===== config.mk =====
export PLATFORM = sky130hd
export DESIGN_NAME = uart_lite_ctrl_flat
export DESIGN_NICKNAME = d
export VERILOG_FILES = /design/src/rtl/uart_lite_pkg.sv /design/src/rtl/uart_lite_ctrl_if.sv /design/src/rtl/uart_lite_ctrl_axil_master_single.sv /design/src/rtl/uart_lite_ctrl.sv /design/src/flat_wrapper.sv
export SDC_FILE = /design/constraint.sdc
export NUM_CORES = 1
export LEC_CHECK = 0
export ABC_AREA = 1
export CAP_MARGIN = 20
export CELL_PAD_IN_SITES_DETAIL_PLACEMENT = 1
export CELL_PAD_IN_SITES_GLOBAL_PLACEMENT = 2
export CORE_MARGIN = 2
export CORE_UTILIZATION = 25
export DETAILED_ROUTE_END_ITERATION = 16
export GPL_ROUTABILITY_DRIVEN = 0
export PLACE_DENSITY_LB_ADDON = 0.1
export SLEW_MARGIN = 5
export SYNTH_ARGS = -nofsm -noshare
export SYNTH_HDL_FRONTEND = slang
export SYNTH_SLANG_ARGS = --single-unit

===== constraint.sdc =====
create_clock -name s_axi_aclk -period 2.35 [get_ports s_axi_aclk]
set_clock_uncertainty 0.05 [all_clocks]
set_input_delay 0.47 -clock s_axi_aclk [delete_from_list [all_inputs] [get_ports s_axi_aclk]]
set_output_delay 0.47 -clock s_axi_aclk [all_outputs]
set_load 0.02 [all_outputs]

===== src/rtl/uart_lite_pkg.sv =====
// Shared constants and types for the UART Lite polling controller.
package uart_lite_pkg;

    localparam logic [3:0] ADDR_RX   = 4'h0;
    localparam logic [3:0] ADDR_TX   = 4'h4;
    localparam logic [3:0] ADDR_STAT = 4'h8;
    localparam logic [3:0] ADDR_CTRL = 4'hC;

    localparam int STAT_RX_VALID = 0;
    localparam int STAT_TX_FULL  = 3;
    localparam int STAT_OVERRUN  = 5;
    localparam int STAT_FRAME    = 6;
    localparam int STAT_PARITY   = 7;

    localparam int CTRL_RST_TX   = 0;
    localparam int CTRL_RST_RX   = 1;
    localparam int CTRL_INTR_EN  = 4;

    typedef enum logic [3:0] {
        INIT_W, INIT_B, GAP, STAT_AR, STAT_R, TX_W, TX_B, RX_AR, RX_R
    } state_t;

    typedef enum logic [1:0] {
        PH_IDLE, PH_ADDR, PH_RESP
    } axil_phase_t;

endpackage


===== src/rtl/uart_lite_ctrl_if.sv =====
// AXI4-Lite bus between the controller (master) and the UART Lite core (slave).
interface uart_lite_ctrl_if;
    logic [3:0]  m_axi_awaddr;
    logic        m_axi_awvalid;
    logic        m_axi_awready;
    logic [31:0] m_axi_wdata;
    logic [3:0]  m_axi_wstrb;
    logic        m_axi_wvalid;
    logic        m_axi_wready;
    logic [1:0]  m_axi_bresp;
    logic        m_axi_bvalid;
    logic        m_axi_bready;
    logic [3:0]  m_axi_araddr;
    logic        m_axi_arvalid;
    logic        m_axi_arready;
    logic [31:0] m_axi_rdata;
    logic [1:0]  m_axi_rresp;
    logic        m_axi_rvalid;
    logic        m_axi_rready;

    modport master (
        output m_axi_awaddr, m_axi_awvalid, m_axi_wdata, m_axi_wstrb, m_axi_wvalid,
               m_axi_bready, m_axi_araddr, m_axi_arvalid, m_axi_rready,
        input  m_axi_awready, m_axi_wready, m_axi_bresp, m_axi_bvalid,
               m_axi_arready, m_axi_rdata, m_axi_rresp, m_axi_rvalid
    );

    modport slave (
        input  m_axi_awaddr, m_axi_awvalid, m_axi_wdata, m_axi_wstrb, m_axi_wvalid,
               m_axi_bready, m_axi_araddr, m_axi_arvalid, m_axi_rready,
        output m_axi_awready, m_axi_wready, m_axi_bresp, m_axi_bvalid,
               m_axi_arready, m_axi_rdata, m_axi_rresp, m_axi_rvalid
    );
endinterface


===== src/rtl/uart_lite_ctrl_axil_master_single.sv =====
// Single-outstanding AXI4-Lite master: one read or write per request.
// Response data/resp are passed through and valid only while done is high.
module axil_master_single
    import uart_lite_pkg::*;
(
    input  logic             s_axi_aclk,
    input  logic             s_axi_areset,
    input  logic             req,
    input  logic             we,
    input  logic [3:0]       addr,
    input  logic [31:0]      wdata,
    output logic             addr_done,
    output logic             done,
    output logic [31:0]      rdata,
    output logic [1:0]       resp,
    uart_lite_ctrl_if.master axi
);
    axil_phase_t phase;
    logic        we_q;
    logic        aw_fin, w_fin;

    // AW and W complete independently; the address phase ends when both have.
    assign aw_fin    = !axi.m_axi_awvalid || axi.m_axi_awready;
    assign w_fin     = !axi.m_axi_wvalid  || axi.m_axi_wready;
    assign addr_done = (phase == PH_ADDR) &&
                       (we_q ? (aw_fin && w_fin) : (axi.m_axi_arvalid && axi.m_axi_arready));
    assign done      = (phase == PH_RESP) && (we_q ? axi.m_axi_bvalid : axi.m_axi_rvalid);
    assign rdata     = axi.m_axi_rdata;
    assign resp      = we_q ? axi.m_axi_bresp : axi.m_axi_rresp;

    always_ff @(posedge s_axi_aclk or posedge s_axi_areset) begin
        if (s_axi_areset) begin
            phase             <= PH_IDLE;
            we_q              <= 1'b0;
            axi.m_axi_awaddr  <= '0;
            axi.m_axi_awvalid <= 1'b0;
            axi.m_axi_wdata   <= '0;
            axi.m_axi_wstrb   <= '0;
            axi.m_axi_wvalid  <= 1'b0;
            axi.m_axi_bready  <= 1'b0;
            axi.m_axi_araddr  <= '0;
            axi.m_axi_arvalid <= 1'b0;
            axi.m_axi_rready  <= 1'b0;
        end else begin
            case (phase)
                PH_IDLE: if (req) begin
                    phase <= PH_ADDR;
                    we_q  <= we;
                    if (we) begin
                        axi.m_axi_awaddr  <= addr;
                        axi.m_axi_wdata   <= wdata;
                        axi.m_axi_wstrb   <= 4'b0001;
                        axi.m_axi_awvalid <= 1'b1;
                        axi.m_axi_wvalid  <= 1'b1;
                    end else begin
                        axi.m_axi_araddr  <= addr;
                        axi.m_axi_arvalid <= 1'b1;
                    end
                end
                PH_ADDR: begin
                    if (axi.m_axi_awready) axi.m_axi_awvalid <= 1'b0;
                    if (axi.m_axi_wready)  axi.m_axi_wvalid  <= 1'b0;
                    if (axi.m_axi_arready) axi.m_axi_arvalid <= 1'b0;
                    if (addr_done) begin
                        phase <= PH_RESP;
                        if (we_q) axi.m_axi_bready <= 1'b1;
                        else      axi.m_axi_rready <= 1'b1;
                    end
                end
                PH_RESP: if (done) begin
                    phase            <= PH_IDLE;
                    axi.m_axi_bready <= 1'b0;
                    axi.m_axi_rready <= 1'b0;
                end
                default: phase <= PH_IDLE;
            endcase
        end
    end
endmodule


===== src/rtl/uart_lite_ctrl.sv =====
// Polling controller for an AXI UART Lite core: initialises CTRL, then
// round-robins between feeding the TX FIFO and draining the RX FIFO.
module uart_lite_ctrl
    import uart_lite_pkg::*;
#(
    parameter int unsigned POLL_GAP  = 8,
    parameter logic [31:0] CTRL_INIT = 32'h13
) (
    input  logic             s_axi_aclk,
    input  logic             s_axi_areset,
    uart_lite_ctrl_if.master m_axi,
    input  logic [7:0]       tx_data,
    input  logic             tx_valid,
    output logic             tx_ready,
    output logic [7:0]       rx_data,
    output logic             rx_valid,
    input  logic             rx_ready,
    output logic             err_overrun,
    output logic             err_frame,
    output logic             err_parity,
    output logic             bus_err,
    input  logic             err_clr,
    output logic             init_done
);
    localparam int          GAP_W      = (POLL_GAP > 1) ? $clog2(POLL_GAP) : 1;
    localparam int unsigned GAP_LAST_I = (POLL_GAP == 0) ? 0 : POLL_GAP - 1;
    localparam logic [GAP_W-1:0] GAP_LAST = GAP_LAST_I[GAP_W-1:0];

    state_t            state, state_nxt;
    logic              prio_tx, prio_tx_nxt;
    logic [7:0]        tx_byte;
    logic [GAP_W-1:0]  gap_cnt;

    logic              req, we;
    logic [3:0]        addr;
    logic [31:0]       wdata;
    logic              addr_done, done;
    logic [31:0]       rdata;
    logic [1:0]        resp;
    logic              tx_ok, rx_ok, stat_hit;

    axil_master_single u_axil (
        .s_axi_aclk   (s_axi_aclk),
        .s_axi_areset (s_axi_areset),
        .req          (req),
        .we           (we),
        .addr         (addr),
        .wdata        (wdata),
        .addr_done    (addr_done),
        .done         (done),
        .rdata        (rdata),
        .resp         (resp),
        .axi          (m_axi)
    );

    assign tx_ok    = tx_valid && !rdata[STAT_TX_FULL];
    assign rx_ok    = rdata[STAT_RX_VALID] && !rx_valid;
    assign stat_hit = (state == STAT_R) && done;

    always_comb begin
        state_nxt   = state;
        prio_tx_nxt = prio_tx;
        req         = 1'b0;
        we          = 1'b0;
        addr        = ADDR_STAT;
        wdata       = '0;
        case (state)
            INIT_W: begin
                req = 1'b1; we = 1'b1; addr = ADDR_CTRL; wdata = CTRL_INIT;
                if (addr_done) state_nxt = INIT_B;
            end
            INIT_B:  if (done) state_nxt = STAT_AR;
            GAP:     if (gap_cnt == GAP_LAST) state_nxt = STAT_AR;
            STAT_AR: begin
                req = 1'b1; addr = ADDR_STAT;
                if (addr_done) state_nxt = STAT_R;
            end
            STAT_R: if (done) begin
                // Whichever service runs, priority goes to the other one.
                if (tx_ok && (prio_tx || !rx_ok)) begin
                    state_nxt = TX_W;  prio_tx_nxt = 1'b0;
                end else if (rx_ok) begin
                    state_nxt = RX_AR; prio_tx_nxt = 1'b1;
                end else begin
                    state_nxt = GAP;
                end
            end
            TX_W: begin
                req = 1'b1; we = 1'b1; addr = ADDR_TX; wdata = {24'h0, tx_byte};
                if (addr_done) state_nxt = TX_B;
            end
            TX_B:  if (done) state_nxt = STAT_AR;
            RX_AR: begin
                req = 1'b1; addr = ADDR_RX;
                if (addr_done) state_nxt = RX_R;
            end
            RX_R:  if (done) state_nxt = STAT_AR;
            default: state_nxt = INIT_W;
        endcase
    end

    always_ff @(posedge s_axi_aclk or posedge s_axi_areset) begin
        if (s_axi_areset) begin
            state       <= INIT_W;
            prio_tx     <= 1'b1;
            tx_byte     <= '0;
            gap_cnt     <= '0;
            tx_ready    <= 1'b0;
            rx_data     <= '0;
            rx_valid    <= 1'b0;
            err_overrun <= 1'b0;
            err_frame   <= 1'b0;
            err_parity  <= 1'b0;
            bus_err     <= 1'b0;
            init_done   <= 1'b0;
        end else begin
            state    <= state_nxt;
            prio_tx  <= prio_tx_nxt;
            tx_ready <= (state == TX_B) && done;
            gap_cnt  <= (state == GAP) ? gap_cnt + 1'b1 : '0;
            // Byte is frozen on entry so a late tx_valid drop cannot alter it.
            if (state_nxt == TX_W && state != TX_W) tx_byte <= tx_data;
            if (state == INIT_B && done) init_done <= 1'b1;
            if (state == RX_R && done) begin
                rx_data  <= rdata[7:0];
                rx_valid <= 1'b1;
            end else if (rx_valid && rx_ready) begin
                rx_valid <= 1'b0;
            end
            // A new error in the clearing cycle wins over err_clr.
            err_overrun <= (err_overrun && !err_clr) || (stat_hit && rdata[STAT_OVERRUN]);
            err_frame   <= (err_frame   && !err_clr) || (stat_hit && rdata[STAT_FRAME]);
            err_parity  <= (err_parity  && !err_clr) || (stat_hit && rdata[STAT_PARITY]);
            bus_err     <= (bus_err     && !err_clr) || (done && resp != 2'b00);
        end
    end
endmodule


===== src/flat_wrapper.sv =====
// flat-port wrapper written by rule: the top's interface ports become plain ports
module uart_lite_ctrl_flat import uart_lite_pkg::*;
#(
    parameter int unsigned POLL_GAP  = 8,
    parameter logic [31:0] CTRL_INIT = 32'h13
)
  (s_axi_aclk, s_axi_areset, tx_data, tx_valid, tx_ready, rx_data, rx_valid, rx_ready, err_overrun, err_frame, err_parity, bus_err, err_clr, init_done, m_axi_m_axi_awaddr, m_axi_m_axi_awvalid, m_axi_m_axi_wdata, m_axi_m_axi_wstrb, m_axi_m_axi_wvalid, m_axi_m_axi_bready, m_axi_m_axi_araddr, m_axi_m_axi_arvalid, m_axi_m_axi_rready, m_axi_m_axi_awready, m_axi_m_axi_wready, m_axi_m_axi_bresp, m_axi_m_axi_bvalid, m_axi_m_axi_arready, m_axi_m_axi_rdata, m_axi_m_axi_rresp, m_axi_m_axi_rvalid);
  uart_lite_ctrl_if m_axi_i ();
  input  logic s_axi_aclk;
  input  logic s_axi_areset;
  input  logic [7:0] tx_data;
  input  logic tx_valid;
  output logic tx_ready;
  output logic [7:0] rx_data;
  output logic rx_valid;
  input  logic rx_ready;
  output logic err_overrun;
  output logic err_frame;
  output logic err_parity;
  output logic bus_err;
  input  logic err_clr;
  output logic init_done;
  output wire logic [$bits(m_axi_i.m_axi_awaddr)-1:0] m_axi_m_axi_awaddr;
  output wire logic [$bits(m_axi_i.m_axi_awvalid)-1:0] m_axi_m_axi_awvalid;
  output wire logic [$bits(m_axi_i.m_axi_wdata)-1:0] m_axi_m_axi_wdata;
  output wire logic [$bits(m_axi_i.m_axi_wstrb)-1:0] m_axi_m_axi_wstrb;
  output wire logic [$bits(m_axi_i.m_axi_wvalid)-1:0] m_axi_m_axi_wvalid;
  output wire logic [$bits(m_axi_i.m_axi_bready)-1:0] m_axi_m_axi_bready;
  output wire logic [$bits(m_axi_i.m_axi_araddr)-1:0] m_axi_m_axi_araddr;
  output wire logic [$bits(m_axi_i.m_axi_arvalid)-1:0] m_axi_m_axi_arvalid;
  output wire logic [$bits(m_axi_i.m_axi_rready)-1:0] m_axi_m_axi_rready;
  input wire logic [$bits(m_axi_i.m_axi_awready)-1:0] m_axi_m_axi_awready;
  input wire logic [$bits(m_axi_i.m_axi_wready)-1:0] m_axi_m_axi_wready;
  input wire logic [$bits(m_axi_i.m_axi_bresp)-1:0] m_axi_m_axi_bresp;
  input wire logic [$bits(m_axi_i.m_axi_bvalid)-1:0] m_axi_m_axi_bvalid;
  input wire logic [$bits(m_axi_i.m_axi_arready)-1:0] m_axi_m_axi_arready;
  input wire logic [$bits(m_axi_i.m_axi_rdata)-1:0] m_axi_m_axi_rdata;
  input wire logic [$bits(m_axi_i.m_axi_rresp)-1:0] m_axi_m_axi_rresp;
  input wire logic [$bits(m_axi_i.m_axi_rvalid)-1:0] m_axi_m_axi_rvalid;
  assign m_axi_m_axi_awaddr = m_axi_i.m_axi_awaddr;
  assign m_axi_m_axi_awvalid = m_axi_i.m_axi_awvalid;
  assign m_axi_m_axi_wdata = m_axi_i.m_axi_wdata;
  assign m_axi_m_axi_wstrb = m_axi_i.m_axi_wstrb;
  assign m_axi_m_axi_wvalid = m_axi_i.m_axi_wvalid;
  assign m_axi_m_axi_bready = m_axi_i.m_axi_bready;
  assign m_axi_m_axi_araddr = m_axi_i.m_axi_araddr;
  assign m_axi_m_axi_arvalid = m_axi_i.m_axi_arvalid;
  assign m_axi_m_axi_rready = m_axi_i.m_axi_rready;
  assign m_axi_i.m_axi_awready = m_axi_m_axi_awready;
  assign m_axi_i.m_axi_wready = m_axi_m_axi_wready;
  assign m_axi_i.m_axi_bresp = m_axi_m_axi_bresp;
  assign m_axi_i.m_axi_bvalid = m_axi_m_axi_bvalid;
  assign m_axi_i.m_axi_arready = m_axi_m_axi_arready;
  assign m_axi_i.m_axi_rdata = m_axi_m_axi_rdata;
  assign m_axi_i.m_axi_rresp = m_axi_m_axi_rresp;
  assign m_axi_i.m_axi_rvalid = m_axi_m_axi_rvalid;
  uart_lite_ctrl #(.POLL_GAP(POLL_GAP), .CTRL_INIT(CTRL_INIT)) u_core (.s_axi_aclk(s_axi_aclk), .s_axi_areset(s_axi_areset), .m_axi(m_axi_i), .tx_data(tx_data), .tx_valid(tx_valid), .tx_ready(tx_ready), .rx_data(rx_data), .rx_valid(rx_valid), .rx_ready(rx_ready), .err_overrun(err_overrun), .err_frame(err_frame), .err_parity(err_parity), .bus_err(bus_err), .err_clr(err_clr), .init_done(init_done));
endmodule

==> flow_metrics.py <==
metrics = {
    "status": {
        "status": "finished, final reports clean",
    },
    "detailed_routing": {
        "drt_iter0_drc": 44,
        "via_per_inst": 4.074,
        "met1_length_um": 3039,
        "first_pass_iters": 4,
        "wl_met3_um": 281,
        "dr.max_layer_used": "met4",
        "drc": 0,
        "wl_um": 6422,
        "routedWlPerCell_um": 12.57,
        "routed-wl-met2_um": 3005,
        "vias": 2082,
        "postRouteAntennaNets": 0,
    },
    "job": {
        "drv_cap": 0,
    },
    "synth": {
        "synth_edf_count": 0,
        "syn_area_mm2": 0.002614,
        "netlist_top_cells_count": "nand2_1, dfrtp_1, inv_1, buf_4, nor2_1",
        "ys_types": 35,
        "ys_seq_elements": 52,
        "syn-instance-count": 294,
        "seq_area_frac_synth_pct": 49.83,
        "yosys.area.top_type": "dfrtp_1",
        "synthArstFlopShare_pct": 100.0,
        "syn_area_per_cell_um2": 8.890,
        "yosysMostFrequentCell": "nand2_1",
        "synthFlopType": "dfrtp_1",
        "synth_top_area_share_pct": 48.83,
        "synth.area.top_cells": "dfrtp_1, nand2_1, buf_4",
        "yosysWarnings": 0,
    },
    "layout": {
        "fillers": 1213,
        "area_growth_pct": 33.94,
        "diodes": 0,
        "drive_above_1_share_pct": 13.87,
        "layout.nets": 430,
        "final_cells": 511,
    },
    "sta": {
        "finalHoldViolations": 0,
        "fmax_ghz": 0.4909,
        "min_period_ps": 2037,
        "finalCritPeriodShare_pct": 86.68,
        "fin_hold_ws_ps": 389.6,
        "rsz0062_at_grt": "false",
        "setup_viol_count_final": 0,
        "tns_ps": 0,
        "slew_violations": 0,
    },
    "clocking": {
        "htreeDepth": 2,
        "clkTransAtPathRegs_ps": 100,
        "post-cts-setup-buffers": 0,
        "clkLatencyLatePin_ps": 310,
        "hold_buffers": 0,
        "post_cts_resized": 0,
        "cts_inserted_buffers": 5,
        "cts_root_buf": "clkbuf_8",
        "cts_sinks": 52,
        "cts.path.max_buffers": 2,
        "cts_tree": "built",
    },
    "pwr": {
        "vdd_ir_drop_max_mv": 0.3142,
        "leakage_uw": 0.001696,
        "power_uw": 3562,
        "powerDensity_mw_per_mm2": 1018,
    },
    "worst_hold_path": {
        "min_path_type": "register to register",
    },
    "floorplan": {
        "die_area_mm2": 0.01129,
        "core_area_mm2": 0.01023,
        "io_pins": 118,
        "start_util_pct": 25.55,
        "die_y_um": 106.3,
        "num_rows": 37,
        "die_w_um": 106.3,
    },
    "critical_path": {
        "cp_max_fo": 8,
        "crit_path_end_kind": "register",
        "critical_path_class": "input port to register",
        "critPathTopFamily": "simple AND/OR/NAND/NOR gates",
        "required_ps": 2510,
        "path_buf_inv": 3,
        "startpoint_type": "input port",
        "crit_chain": "clkdlybuf4s50_1 -> inv_1 -> nand2_1 -> nand2_1 -> nand2_1 -> nand3_4 -> nand2_1 -> nand2_1 -> inv_1 -> nand2_1 -> nor2_2 -> nand4_2 -> nand2_1 -> nand2_1",
        "cpPeakStageDelay_ps": 450,
        "worstPathArrival_ps": 2200,
        "slowest_stage": "clkdlybuf4s50_1",
        "critPathMostFrequentCell": "nand2_1",
    },
    "global_routing": {
        "grt_max_degree": 37,
        "grt.total_usage_pct": 12.03,
        "antenna_found_initial": 0,
        "grt_pass1_wl_um": 10720,
        "grt_pass1_vias": 2190,
        "grt_overflow_total": 0,
    },
    "placement": {
        "dp.cells": 503,
        "hpwl_um": 4976,
        "io_buffers": 62,
    },
}
## power by group
group / switching (uW) / internal (uW) / total [uW]
logic: 990 / 647 / 1640
clock network: 312 / 316 / 628
registers: 161 / 1140 / 1300
## metrics by stage
step	instance area, um^2	utilization [%]	setup WS (ps)
after floorplan	2726	-	573.8
after global placement	3390	33.13	-68.96
after detailed placement	3390	33.13	-88.36
after CTS	3501	34.22	233.2
after global routing	3501	34.22	68.81
final	3501	34.22	313.0
## placed cells by master, fill, tap and decap left out, drive strengths merged, types with 2 or more instances in the layout
master and count:
o22a 3, nand3 19, nand2 72, clkdlybuf4s50 62, dfrtp 51, o22ai 3, nor2 29, nand4 4
clkbuf 5, or2 2, a21oi 2, buf 13, ha 2, conb 31, nor3 3, mux2 5
a22o 5, inv 41, o21ai 13, a21boi 2
## worst paths after layout
kind / from / end / slack, ps / cells after the start
setup / recovery: m_axi_m_axi_wready / u_core.tx_byte[7] / 310 / 14
hold reg to reg: u_core.gap_cnt[0] / u_core.gap_cnt[0] / 390 / 1
hold / removal: u_core.gap_cnt[0] / u_core.gap_cnt[0] / 390 / 1
max in group asynchronous: s_axi_areset / u_core.state[3] / 1300 / 3
setup reg to reg: u_core.state[2] / u_core.u_axil.axi.m_axi_wdata[2] / 360 / 9
min in group asynchronous: s_axi_areset / u_core.rx_data[2] / 410 / 2
## state kept, by name, indices dropped and copies added, names as in the netlist, 2 cells and up
signal	cells
u_core.state	4
u_core.u_axil.axi.m_axi_araddr	2
u_core.tx_byte	8
u_core.gap_cnt	3
u_core.u_axil.axi.m_axi_awaddr	2
u_core.rx_data	8
u_core.u_axil.axi.m_axi_wdata	8
u_core.u_axil.phase	2
## per-layer routing
metal,up-vias,track usage [%]
li1,1024,-
met2,57,19.73
met5,-,0
met1,994,16.08
met4,0,3.947
met3,7,2.085
## logic make-up after synthesis
| family | count (synthesis) | share of synthesized area (%) |
|---|---|---|
| AO/OA/AOI/OAI | 32 | 8.187 |
| adder cells (fa/ha/maj) | 2 | 0.9572 |
| buffers and inverters | 73 | 14.98 |
| flip-flops | 52 | 49.83 |
| multiplexers | 5 | 2.154 |
| other | 1 | 0.1435 |
| AND/OR/NAND/NOR | 129 | 23.74 |
## layout make-up
| class | count | area (um^2) | share of cell area [%] |
|---|---|---|---|
| sequential | 52 | 1303 | 37.21 |
| clock inverter | 3 | 42.54 | 1.215 |
| clock buffer | 5 | 68.82 | 1.966 |
| tap | 136 | 170.2 | 4.861 |
| multi-input combinational | 199 | 1032 | 29.49 |
| timing repair buffer | 75 | 730.7 | 20.87 |
| inverter | 41 | 153.9 | 4.396 |
Note: power is estimated with default switching activity, not from simulation.
